`config.mk`:
```
export PLATFORM = sky130hd
export DESIGN_NAME = serial_adder_nb
export DESIGN_NICKNAME = d
export VERILOG_FILES = /design/src/rtl/serial_adder_nb.sv
export SDC_FILE = /design/constraint.sdc
export NUM_CORES = 1
export LEC_CHECK = 0
export ABC_CLOCK_PERIOD_IN_PS = 3700
export CORE_MARGIN = 2
export CORE_UTILIZATION = 34
export DETAILED_ROUTE_END_ITERATION = 12
export PLACE_DENSITY = 0.53
export SYNTH_ARGS = -nofsm -noshare
export SYNTH_HDL_FRONTEND = slang
export SYNTH_SLANG_ARGS = --single-unit
export TNS_END_PERCENT = 10
```
`constraint.sdc`:
```
create_clock -name clk -period 3.7 [get_ports clk]
set_input_delay 0.74 -clock clk [delete_from_list [all_inputs] [get_ports clk]]
set_output_delay 0.74 -clock clk [all_outputs]
set_load 0.02 [all_outputs]
```
`src/rtl/serial_adder_nb.sv`:
```
// rtl/serial_adder_nb.sv - digit-serial WIDTH-bit adder with start/done handshake and CPU flags (optional subtract: SERIAL_ADDER_SUB_EN)
module serial_adder_nb #(
    parameter int WIDTH = 8,
    parameter int DIGIT = 1
) (
    input  logic             clk,
    input  logic             rst_n,
    input  logic             start,
    input  logic [WIDTH-1:0] input_a,
    input  logic [WIDTH-1:0] input_b,
    input  logic             input_carry,
    input  logic             op,
    output logic             ready,
    output logic             done,
    output logic [WIDTH-1:0] output_sum,
    output logic             output_carry,
    output logic             flag_zero,
    output logic             flag_negative,
    output logic             flag_overflow
);

    localparam int NDIG = WIDTH / DIGIT;
    localparam int CW = (NDIG > 1) ? $clog2(NDIG) : 1;
    localparam logic [CW-1:0] LAST = CW'(NDIG - 1);

    generate
        if (WIDTH < 2 || (WIDTH % DIGIT) != 0) begin : g_bad_params
            $error("serial_adder_nb: WIDTH must be >= 2 and a multiple of DIGIT");
        end
    endgenerate

    typedef enum logic [1:0] {IDLE, RUN, DONE} state_t;

    state_t           state;
    logic [CW-1:0]    count;
    logic [WIDTH-1:0] a_sh;
    logic [WIDTH-1:0] b_sh;
    logic [WIDTH-1:0] sum_sh;
    logic             carry_r;

    logic [DIGIT:0]   c;
    logic [DIGIT-1:0] dsum;
    logic [WIDTH-1:0] sum_next;

`ifndef SERIAL_ADDER_SUB_EN
    // op has no function in add-only builds; kept as a port for a uniform interface
    logic unused_op;
    assign unused_op = op;
`endif

    // Ripple add of the current low digit; c[DIGIT-1] is the carry into the digit's top bit
    always_comb begin
        c    = '0;
        dsum = '0;
        c[0] = carry_r;
        for (int i = 0; i < DIGIT; i++) begin
            dsum[i]  = a_sh[i] ^ b_sh[i] ^ c[i];
            c[i + 1] = (a_sh[i] & b_sh[i]) | (c[i] & (a_sh[i] ^ b_sh[i]));
        end
        sum_next = (sum_sh >> DIGIT) | (WIDTH'(dsum) << (WIDTH - DIGIT));
    end

    // Control FSM, operand shifters and registered result/flags
    always_ff @(posedge clk or negedge rst_n) begin
        if (!rst_n) begin
            state         <= IDLE;
            count         <= '0;
            a_sh          <= '0;
            b_sh          <= '0;
            sum_sh        <= '0;
            carry_r       <= 1'b0;
            ready         <= 1'b1;
            done          <= 1'b0;
            output_sum    <= '0;
            output_carry  <= 1'b0;
            flag_zero     <= 1'b0;
            flag_negative <= 1'b0;
            flag_overflow <= 1'b0;
        end else begin
            case (state)
                IDLE: begin
                    done <= 1'b0;
                    if (start) begin
                        a_sh <= input_a;
`ifdef SERIAL_ADDER_SUB_EN
                        // Subtract as A + ~B + ~borrow_in
                        b_sh    <= op ? ~input_b : input_b;
                        carry_r <= op ? ~input_carry : input_carry;
`else
                        b_sh    <= input_b;
                        carry_r <= input_carry;
`endif
                        sum_sh <= '0;
                        count  <= '0;
                        ready  <= 1'b0;
                        state  <= RUN;
                    end
                end
                RUN: begin
                    a_sh    <= a_sh >> DIGIT;
                    b_sh    <= b_sh >> DIGIT;
                    sum_sh  <= sum_next;
                    carry_r <= c[DIGIT];
                    count   <= count + 1'b1;
                    if (count == LAST) begin
                        state         <= DONE;
                        done          <= 1'b1;
                        output_sum    <= sum_next;
                        output_carry  <= c[DIGIT];
                        flag_zero     <= (sum_next == '0);
                        flag_negative <= sum_next[WIDTH-1];
                        flag_overflow <= c[DIGIT-1] ^ c[DIGIT];
                    end
                end
                DONE: begin
                    done  <= 1'b0;
                    ready <= 1'b1;
                    state <= IDLE;
                end
                default: begin
                    done  <= 1'b0;
                    ready <= 1'b1;
                    state <= IDLE;
                end
            endcase
        end
    end

endmodule

```
==> results of run 1 <==
layer usage:
metal / track usage / routed length, um / up-vias
li1: - / - / 566
met1: 0.147 / 1400 / 570
met2: 0.194 / 1490 / 31
met3: 0.0400 / 181 / 5
met4: 0.0321 / 40 / 0
met5: 0 / 0 / -
cell type report:
cell class	instances	area share
Sequential cell	42	0.465
Multi-Input combinational cell	92	0.302
Timing Repair Buffer	35	0.151
Tap cell	70	0.0387
Clock buffer	6	0.0365
Clock inverter	2	0.00553
Inverter	1	0.00166
how the worst max path moves through the flow:
stage / endpoint / slack [ns] / cells after the start
after floorplan: output_carry$_DFFE_PN0P_ / 2.24 / 5
after global placement: count[0]$_DFFE_PN0P_ / 1.67 / 4
after detailed placement: count[0]$_DFFE_PN0P_ / 1.66 / 4
after CTS: ready / 1.51 / 1
after global routing: ready / 1.49 / 1
final: ready / 1.53 / 1
state kept, by name, summed over array words and instances (netlist names):
signal,count
b_sh,8
count,3
sum_sh,7
output_sum,8
state,2
output_carry,1
flag_zero,1
carry_r,1
ready,1
done,1
flag_overflow,1
a_sh,8
through the flow:
step | area [sq um] | setup slack (ns)
6_report | 2260 | 1.53
3_3_place_gp | 2170 | 1.67
2_1_floorplan | 1820 | 2.24
4_1_cts | 2260 | 1.51
3_5_place_dp | 2170 | 1.66
5_1_grt | 2260 | 1.49
report_power, final:
part           internal, uW  total (uW)  leakage [uW]  switching (uW)
Combinational           401         752      0.000472             351
Sequential              661         795      0.000534             135
Clock                   150         304     0.0000472             155
cells by family after synthesis:
group	share of synthesized area
flip-flops	0.577
AO/OA/AOI/OAI	0.119
AND/OR/NAND/NOR	0.0851
multiplexers	0.139
buffers and inverters	0.0508
adder cells (fa/ha/maj)	0.0247
XOR/XNOR	0.00481
synthesized netlist by cell type:
cell	n
nand3b_4	1
nor2b_4	1
xnor2_1	1
o21ai_0	10
clkbuf_2	1
a21o_1	1
o21ai_1	9
a22o_1	9
ha_1	2
nor2b_1	3
buf_4	2
mux2_2	10
and3b_1	1
dfstp_2	1
inv_1	1
o21bai_1	1
buf_2	3
buf_12	1
dfrtp_1	41
nand2b_1	1
o21a_1	1
nor4_1	2
mux2i_1	14
nand2_1	20
a21oi_1	4
fa_1	1
buf_6	3
==> out/metrics.csv, run 1 <==
metric,value,unit
start_kind,flop,
dp_hpwl,2130,um
die_h,77.2,um
drc,0,
ff_latch_area,1050,sq um
finalNetCount,201,
first_pass_iters,4,
timing.rr.start,state[0]$_DFFE_PN0P_,
cap_viol_max_count,0,
numCtsBuffers,5,
fmax,461,MHz
cts_setup_buffers,0,
via_per_inst,4.73,
tns,0,ns
place_congestion,0.676,
layout.cells.most_common_list,"dfrtp_1 (41), clkdlybuf4s50_1 (32), nand2_1 (20)",
wirelength,3110,um
reg2reg_to,b_sh[4]$_DFFE_PN0P_,
ir_drop,0.282,mV
drive_gt1_frac,0.140,
die_width,77.2,um
htree_num_levels,2,
grt_pass1_vias,1187,
wl_per_cell,12.6,um
fp-row-count,26,
yosysUniqueCellTypes,27,
ys_seq_area_frac,0.577,
grt_max_degree,43,
setup_viol,0,
area_growth,24.0,%
required,2.96,ns
cts_tree,done,
antennaDiodeCount,0,
slew_viol_final,0,
cts-resized-gates,0,
hold_buffers,0,
vias,1172,
crit_path_start,ready$_DFFE_PN1P_,
avgSynthCellArea,12.6,sq um
grt_pass1_wl,5580,um
holdCritPathClass,reg -> reg,
rsz0062_at_grt,no,
timing.critical_path.buf_inv,1,
ys_top_cells_by_area,"dfrtp_1 (56%), mux2i_1 (7.7%), mux2_2 (6.2%), a22o_1 (4.3%), nand2_1 (4.1%)",
mappedNetlistArea,1820,sq um
finalHoldViolCount,0,
status,"complete, no violations",
finalCritPeriodShare,0.586,
initial_core_util,0.355,
total_power,1850,uW
cts-root-buf,clkbuf_8,
clk_pin_slew_worst_paths,0.08,ns
grtUsageTotal,0.118,
post-route-util,0.440,
worst_pin_slew,0.929,ns
coreArea,5140,sq um
p_per_area,819,nW/um^2
reg2reg_depth,3,
ys_seq_elements,42,
ant_nets,0,
io_pins,35,
clkLatencyLatePin,0.29,ns
final_common_cell,dfrtp_1,
antenna_found_initial,0,
worst_ep_arrival_time,1.43,ns
fin_crit,2.17,ns
cts.sinks,42,
clockBufferDepth,2,
fin_worst_skew,0.00324,ns
crit_path_end_kind,primary output,
ff2ff_setup_slack,1.97,ns
dp.cells,240,
slowest_delay,0.60,ns
crit_chain,clkdlybuf4s50_1,
drt_iter0_markers,38,
whs_endpoint,b_sh[3]$_DFFE_PN0P_,
power_leakage,0.00105,uW
path_max_fanout,2,
grt_overflow,0,
whs,0.484,ns
yosys_warnings,0,
portBuffers,33,
worstSetupPathType,reg -> out,
yosysTopAreaCellShare,0.563,
synth_nets,169,
crit_family,buffers and inverters,
nFillCells,531,
synth_top_area_cell,dfrtp_1,
fin_cells,248,
die-area,5960,sq um
min-delay-start,b_sh[3]$_DFFE_PN0P_,
slew_headroom,0.381,
multi_input_area,682,sq um
whs_path_depth,2,
crit_slowest_cell,clkdlybuf4s50_1,
syn_inst,145,
Power figures use the tool's default switching activity.
==> run 2: changes to the inputs <==
Settings changed: ABC_CLOCK_PERIOD_IN_PS 3700 to 2100.
Clock period 3.7 ns to 2.1 ns, I/O delays scaled along.
==> run 2 against run 1 <==
Effect of this change:
- first-iteration DRC count increased by 2.6%
- critical endpoint unchanged
- global-route usage increased by 0.46 points
- highest routed layer unchanged
- cell area increased by 1.4%
- sequential share of layout area decreased by 0.64 points
- critical path type unchanged
- non-clock buffer count increased by 3
- clock skew increased by 0.00064 ns
- final cell count increased by 1.2%
==> out/metrics.csv, run 2 (synthesis results as in run 1) <==
metric,value,unit,change
clockBufferDepth,2,,unchanged
dp_hpwl,2230,um,+4.9%
required,1.68,ns,-1.28 ns
swShare,0.344,,-0.00160
clk_pin_slew_worst_paths,0.07,ns,about the same
ff2ff_setup_slack,0.51,ns,-1.46 ns
area_growth,25.7,%,
cts_setup_buffers,0,,unchanged
die_width,77.2,um,unchanged
cap_viol_max_count,0,,unchanged
grt_max_degree,43,,unchanged
numCtsBuffers,5,,unchanged
path_max_fanout,2,,unchanged
grt_pass1_wl,5700,um,+2.1%
design_area,2290,sq um,+1.4%
via_per_inst,4.64,,-1.9%
io_pins,35,,unchanged
ant_nets,0,,unchanged
worst_ep_arrival_time,1.42,ns,about the same
dpl_cell_area,2200,sq um,+1.6%
layout.cells.most_common_list,"dfrtp_1 (41), clkdlybuf4s50_1 (32), nand2_1 (20)",,
reg2reg_to,count[0]$_DFFE_PN0P_,,
antenna_found_initial,0,,unchanged
switching_power,1140,uW,+78%
fin_crit,1.84,ns,
die-area,5960,sq um,unchanged
cts-resized-gates,0,,unchanged
finalNetCount,204,,+1.5%
crit_path_end_kind,primary output,,
initial_core_util,0.355,,unchanged
top_regs,"a_sh x8, b_sh x8, output_sum x8",,
rsz0062_at_grt,no,,
pwr-share-comb,0.413,,+0.007
drc,0,,unchanged
crit_family,buffers and inverters,,
place_congestion,0.702,,+3.9%
timing.rr.start,state[0]$_DFFE_PN0P_,,
start_kind,flop,,
wirelength,3190,um,+2.4%
antennaDiodeCount,0,,unchanged
cts.sinks,42,,unchanged
final_common_cell,dfrtp_1,,
fp-row-count,26,,unchanged
cts-root-buf,clkbuf_8,,
slew_headroom,0.637,,+0.256
wl_per_cell,12.7,um,+1.2%
coreArea,5140,sq um,unchanged
htree_num_levels,2,,unchanged
seq_power_share,0.426,,-0.004
drive_gt1_frac,0.149,,+0.00872
vias,1164,,-0.68%
portBuffers,33,,unchanged
grt_pass1_vias,1207,,+1.7%
crit_slowest_cell,clkdlybuf4s50_1,,
power_leakage,0.00107,uW,+1.7%
fin_worst_skew,0.00388,ns,+0.000642 ns
worst_pin_slew,0.543,ns,-0.386 ns
worstSetupPathType,reg -> out,,
ff_latch_area,1050,sq um,unchanged
grt_overflow,0,,unchanged
fmax,544,MHz,
finalCritPeriodShare,0.875,,
status,"complete, no violations",,
die_h,77.2,um,unchanged
cts_tree,done,,
nFillCells,525,,-1.1%
ir_drop,0.484,mV,+72%
setup_viol,0,,unchanged
drt_iter0_markers,39,,+2.6%
multi_input_area,682,sq um,unchanged
first_pass_iters,2,,-2
clkLatencyLatePin,0.29,ns,about the same
hold_buffers,0,,unchanged
p_int,2170,uW,+79%
slowest_delay,0.60,ns,about the same
finalHoldViolCount,0,,unchanged
timing.critical_path.buf_inv,1,,unchanged
tns,0,ns,unchanged
grtUsageTotal,0.122,,+0.00457
power_frac_clock,0.161,,-0.003
holdCritPathClass,in -> async,,
crit_chain,clkdlybuf4s50_1,,
slew_viol_final,0,,unchanged
p_per_area,1440,nW/um^2,+76%
reg2reg_depth,3,,unchanged
-- run 2: cell types whose count changed in the layout (fill, tap and decap cells not counted) --
| cell | before | now |
|---|---|---|
| buf_4 | 2 | 4 |
| buf_12 | 0 | 1 |
| clkbuf_1 | 0 | 1 |
| clkinvlp_4 | 1 | 0 |
-- run 2: worst max path at each step --
stage / from / endpoint / slack, ns / cells after the start
global placement: start / count[0]$_DFFE_PN0P_ / 0.50 / 4
finish: ready$_DFFE_PN1P_ / ready / 0.26 / 1
global route: ready$_DFFE_PN1P_ / ready / 0.23 / 1
detailed placement: start / count[0]$_DFFE_PN0P_ / 0.47 / 4
floorplan: count[0]$_DFFE_PN0P_ / output_carry$_DFFE_PN0P_ / 0.64 / 5
CTS: ready$_DFFE_PN1P_ / ready / 0.24 / 1
-- run 2: layer usage --
| layer | up-vias | track usage | share of wire |
|---|---|---|---|
| met5 | - | 0 | 0 |
| met3 | 6 | 0.0341 | 0.059 |
| met1 | 551 | 0.144 | 0.45 |
| met2 | 30 | 0.208 | 0.47 |
| met4 | 0 | 0.0536 | 0.019 |
| li1 | 577 | - | - |
-- run 2: layout make-up --
type | instances | area share
Tap cell | 70 | 0.0382
Timing Repair Buffer | 38 | 0.164
Clock inverter | 1 | 0.00218
Inverter | 1 | 0.00164
Clock buffer | 7 | 0.0377
Sequential cell | 42 | 0.459
Multi-Input combinational cell | 92 | 0.297
-- run 2: through the flow --
| step | setup slack [ns] | std cells | power [uW] | util | hold slack [ns] |
|---|---|---|---|---|---|
| 6_report | 0.262 | 251 | 3300 | 0.446 | 0.186 |
| 5_1_grt | 0.230 | 251 | 3560 | 0.446 | 0.233 |
| 4_1_cts | 0.240 | 251 | 3370 | 0.446 | 0.205 |
| 3_5_place_dp | 0.475 | 243 | 2830 | 0.428 | 0.474 |
| 3_3_place_gp | 0.500 | 243 | 2760 | 0.428 | 0.460 |
| 2_1_floorplan | 0.637 | 145 | 2390 | - | 0.124 |
-- run 2: power by group through the flow --
stage / Clock, uW / Combinational [uW] / Sequential, uW
6_report: 532 / 1360 / 1410
2_1_floorplan: 0 / 902 / 1490
4_1_cts: 553 / 1400 / 1410
5_1_grt: 584 / 1510 / 1470
3_5_place_dp: 0 / 1400 / 1430
3_3_place_gp: 0 / 1350 / 1400
==> run 3: changes to the inputs <==
Settings changed: CORE_UTILIZATION 34 to 35, CTS_CLUSTER_DIAMETER set to 150, PLACE_DENSITY 0.53 to 0.55.
==> run 3 against run 2 <==
Effect of this change:
- cell area shrank 1.5%
- register-to-register slack barely moved
- final cell count is 0.80% lower
- critical path depth did not move
==> out/metrics.csv, run 3 (synthesis results as in run 1) <==
metric,value,unit,change
seq_power_share,0.435,,+0.009
swShare,0.344,,about the same
worst_pin_slew,0.535,ns,-0.00735 ns
place_congestion,0.664,,-5.5%
start_kind,flop,,
finalHoldViolCount,0,,unchanged
grtUsageTotal,0.121,,-0.00100
p_int,2110,uW,-2.5%
numCtsBuffers,5,,unchanged
clkLatencyLatePin,0.29,ns,about the same
rsz0062_at_grt,no,,
area_growth,23.8,%,
slowest_delay,0.59,ns,about the same
fin_crit,1.84,ns,-0.00280 ns
slew_headroom,0.642,,+0.00491
cts-resized-gates,0,,unchanged
ir_drop,0.398,mV,-18%
drc,0,,unchanged
wl_per_cell,12.5,um,-1.4%
grt_pass1_vias,1208,,+0.083%
finalWorstSetupSlack,0.264,ns,+0.00280 ns
holdCritPathClass,in -> async,,
initial_core_util,0.359,,+0.00455
worstSetupPathType,reg -> out,,
antennaDiodeCount,0,,unchanged
die_h,76.2,um,-1.4%
timing.critical_path.buf_inv,1,,unchanged
cts_tree,done,,
reg2reg_depth,3,,unchanged
path_max_fanout,2,,unchanged
dpl_worst_slack,0.397,ns,-0.0777 ns
tns,0,ns,unchanged
grt_overflow,0,,unchanged
fmax,545,MHz,+0.15%
cts.sinks,42,,unchanged
final_common_cell,dfrtp_1,,
crit_path_end_kind,primary output,,
ant_nets,0,,unchanged
cap_viol_max_count,0,,unchanged
fp-row-count,26,,unchanged
wirelength,3120,um,-2.2%
crit_family,buffers and inverters,,
drive_gt1_frac,0.134,,-0.0151
fin_worst_skew,0.00253,ns,-0.00135 ns
status,"complete, no violations",,
io_pins,35,,unchanged
slew_viol_final,0,,unchanged
switching_power,1110,uW,-2.4%
power_frac_clock,0.149,,-0.012
antenna_found_initial,0,,unchanged
total_power,3220,uW,-2.5%
cts-root-buf,clkbuf_8,,
crit_slowest_cell,clkdlybuf4s50_1,,
first_pass_iters,4,,+2
dp_hpwl,2170,um,-3.0%
hold_buffers,0,,unchanged
p_per_area,1430,nW/um^2,-0.97%
finalNetCount,203,,-0.49%
die_width,76.2,um,-1.4%
layout.cells.most_common_list,"dfrtp_1 (41), clkdlybuf4s50_1 (32), nand2_1 (20)",,
drt_iter0_markers,51,,+31%
grt_pass1_wl,5560,um,-2.4%
worst_ep_arrival_time,1.42,ns,about the same
via_per_inst,4.71,,+1.6%
die-area,5800,sq um,-2.7%
top_regs,"a_sh x8, b_sh x8, output_sum x8",,
worstSetupPathDepth,1,,unchanged
pwr-share-comb,0.416,,+0.003
setup_viol,0,,unchanged
clockBufferDepth,2,,unchanged
htree_num_levels,2,,unchanged
cts_setup_buffers,0,,unchanged
grt_max_degree,43,,unchanged
required,1.68,ns,about the same
finalCritPeriodShare,0.874,,-0.00133
vias,1173,,+0.77%
power_leakage,0.00105,uW,-1.7%
crit_chain,clkdlybuf4s50_1,,
coreArea,5070,sq um,-1.3%
clk_pin_slew_worst_paths,0.07,ns,about the same
whs,0.196,ns,+0.0100 ns
post-route-util,0.445,,-0.00119
portBuffers,33,,unchanged
## run 3: cell types whose count changed in the layout (fill, tap and decap cells not counted)
cell / change
buf_12: -1
clkbuf_1: +1
clkbuf_8: -1
clkinv_2: -1
## run 3: worst paths after layout
path / start / end / slack, ns
max: ready$_DFFE_PN1P_ / ready / 0.26
min: rst_n / b_sh[1]$_DFFE_PN0P_ / 0.20
max reg2reg: state[0]$_DFFE_PN0P_ / count[0]$_DFFE_PN0P_ / 0.50
min reg2reg: flag_overflow$_DFFE_PN0P_ / flag_overflow$_DFFE_PN0P_ / 0.49
max in group asynchronous: rst_n / ready$_DFFE_PN1P_ / 1.53
min in group clk: flag_overflow$_DFFE_PN0P_ / flag_overflow$_DFFE_PN0P_ / 0.49
## run 3: stage by stage
| step | cells | instance area [sq um] |
|---|---|---|
| global route | 249 | 2260 |
| finish | 249 | 2260 |
| global placement | 242 | 2180 |
| floorplan | 145 | 1820 |
| CTS | 249 | 2260 |
| detailed placement | 242 | 2180 |
## run 3: final cells by class
type	instances	area, sq um
multi-input cells	92	682
repair buffers	37	355
clock buffers	7	76.3
flip-flops and latches	42	1050
well taps	70	87.6
fillers	510	2820
inverters	1	3.75
## run 3: power groups by stage
stage / clock network (uW) / logic (uW) / registers (uW)
global route: 534 / 1480 / 1460
CTS: 507 / 1370 / 1410
finish: 479 / 1340 / 1400
detailed placement: 0 / 1370 / 1420
floorplan: 0 / 902 / 1490
global placement: 0 / 1330 / 1400
## run 3: layer usage
| metal | global-route usage | share of wire |
|---|---|---|
| met3 | 0.0415 | 0.063 |
| met2 | 0.201 | 0.49 |
| met1 | 0.145 | 0.43 |
| met4 | 0.0509 | 0.018 |
| met5 | 0 | 0 |
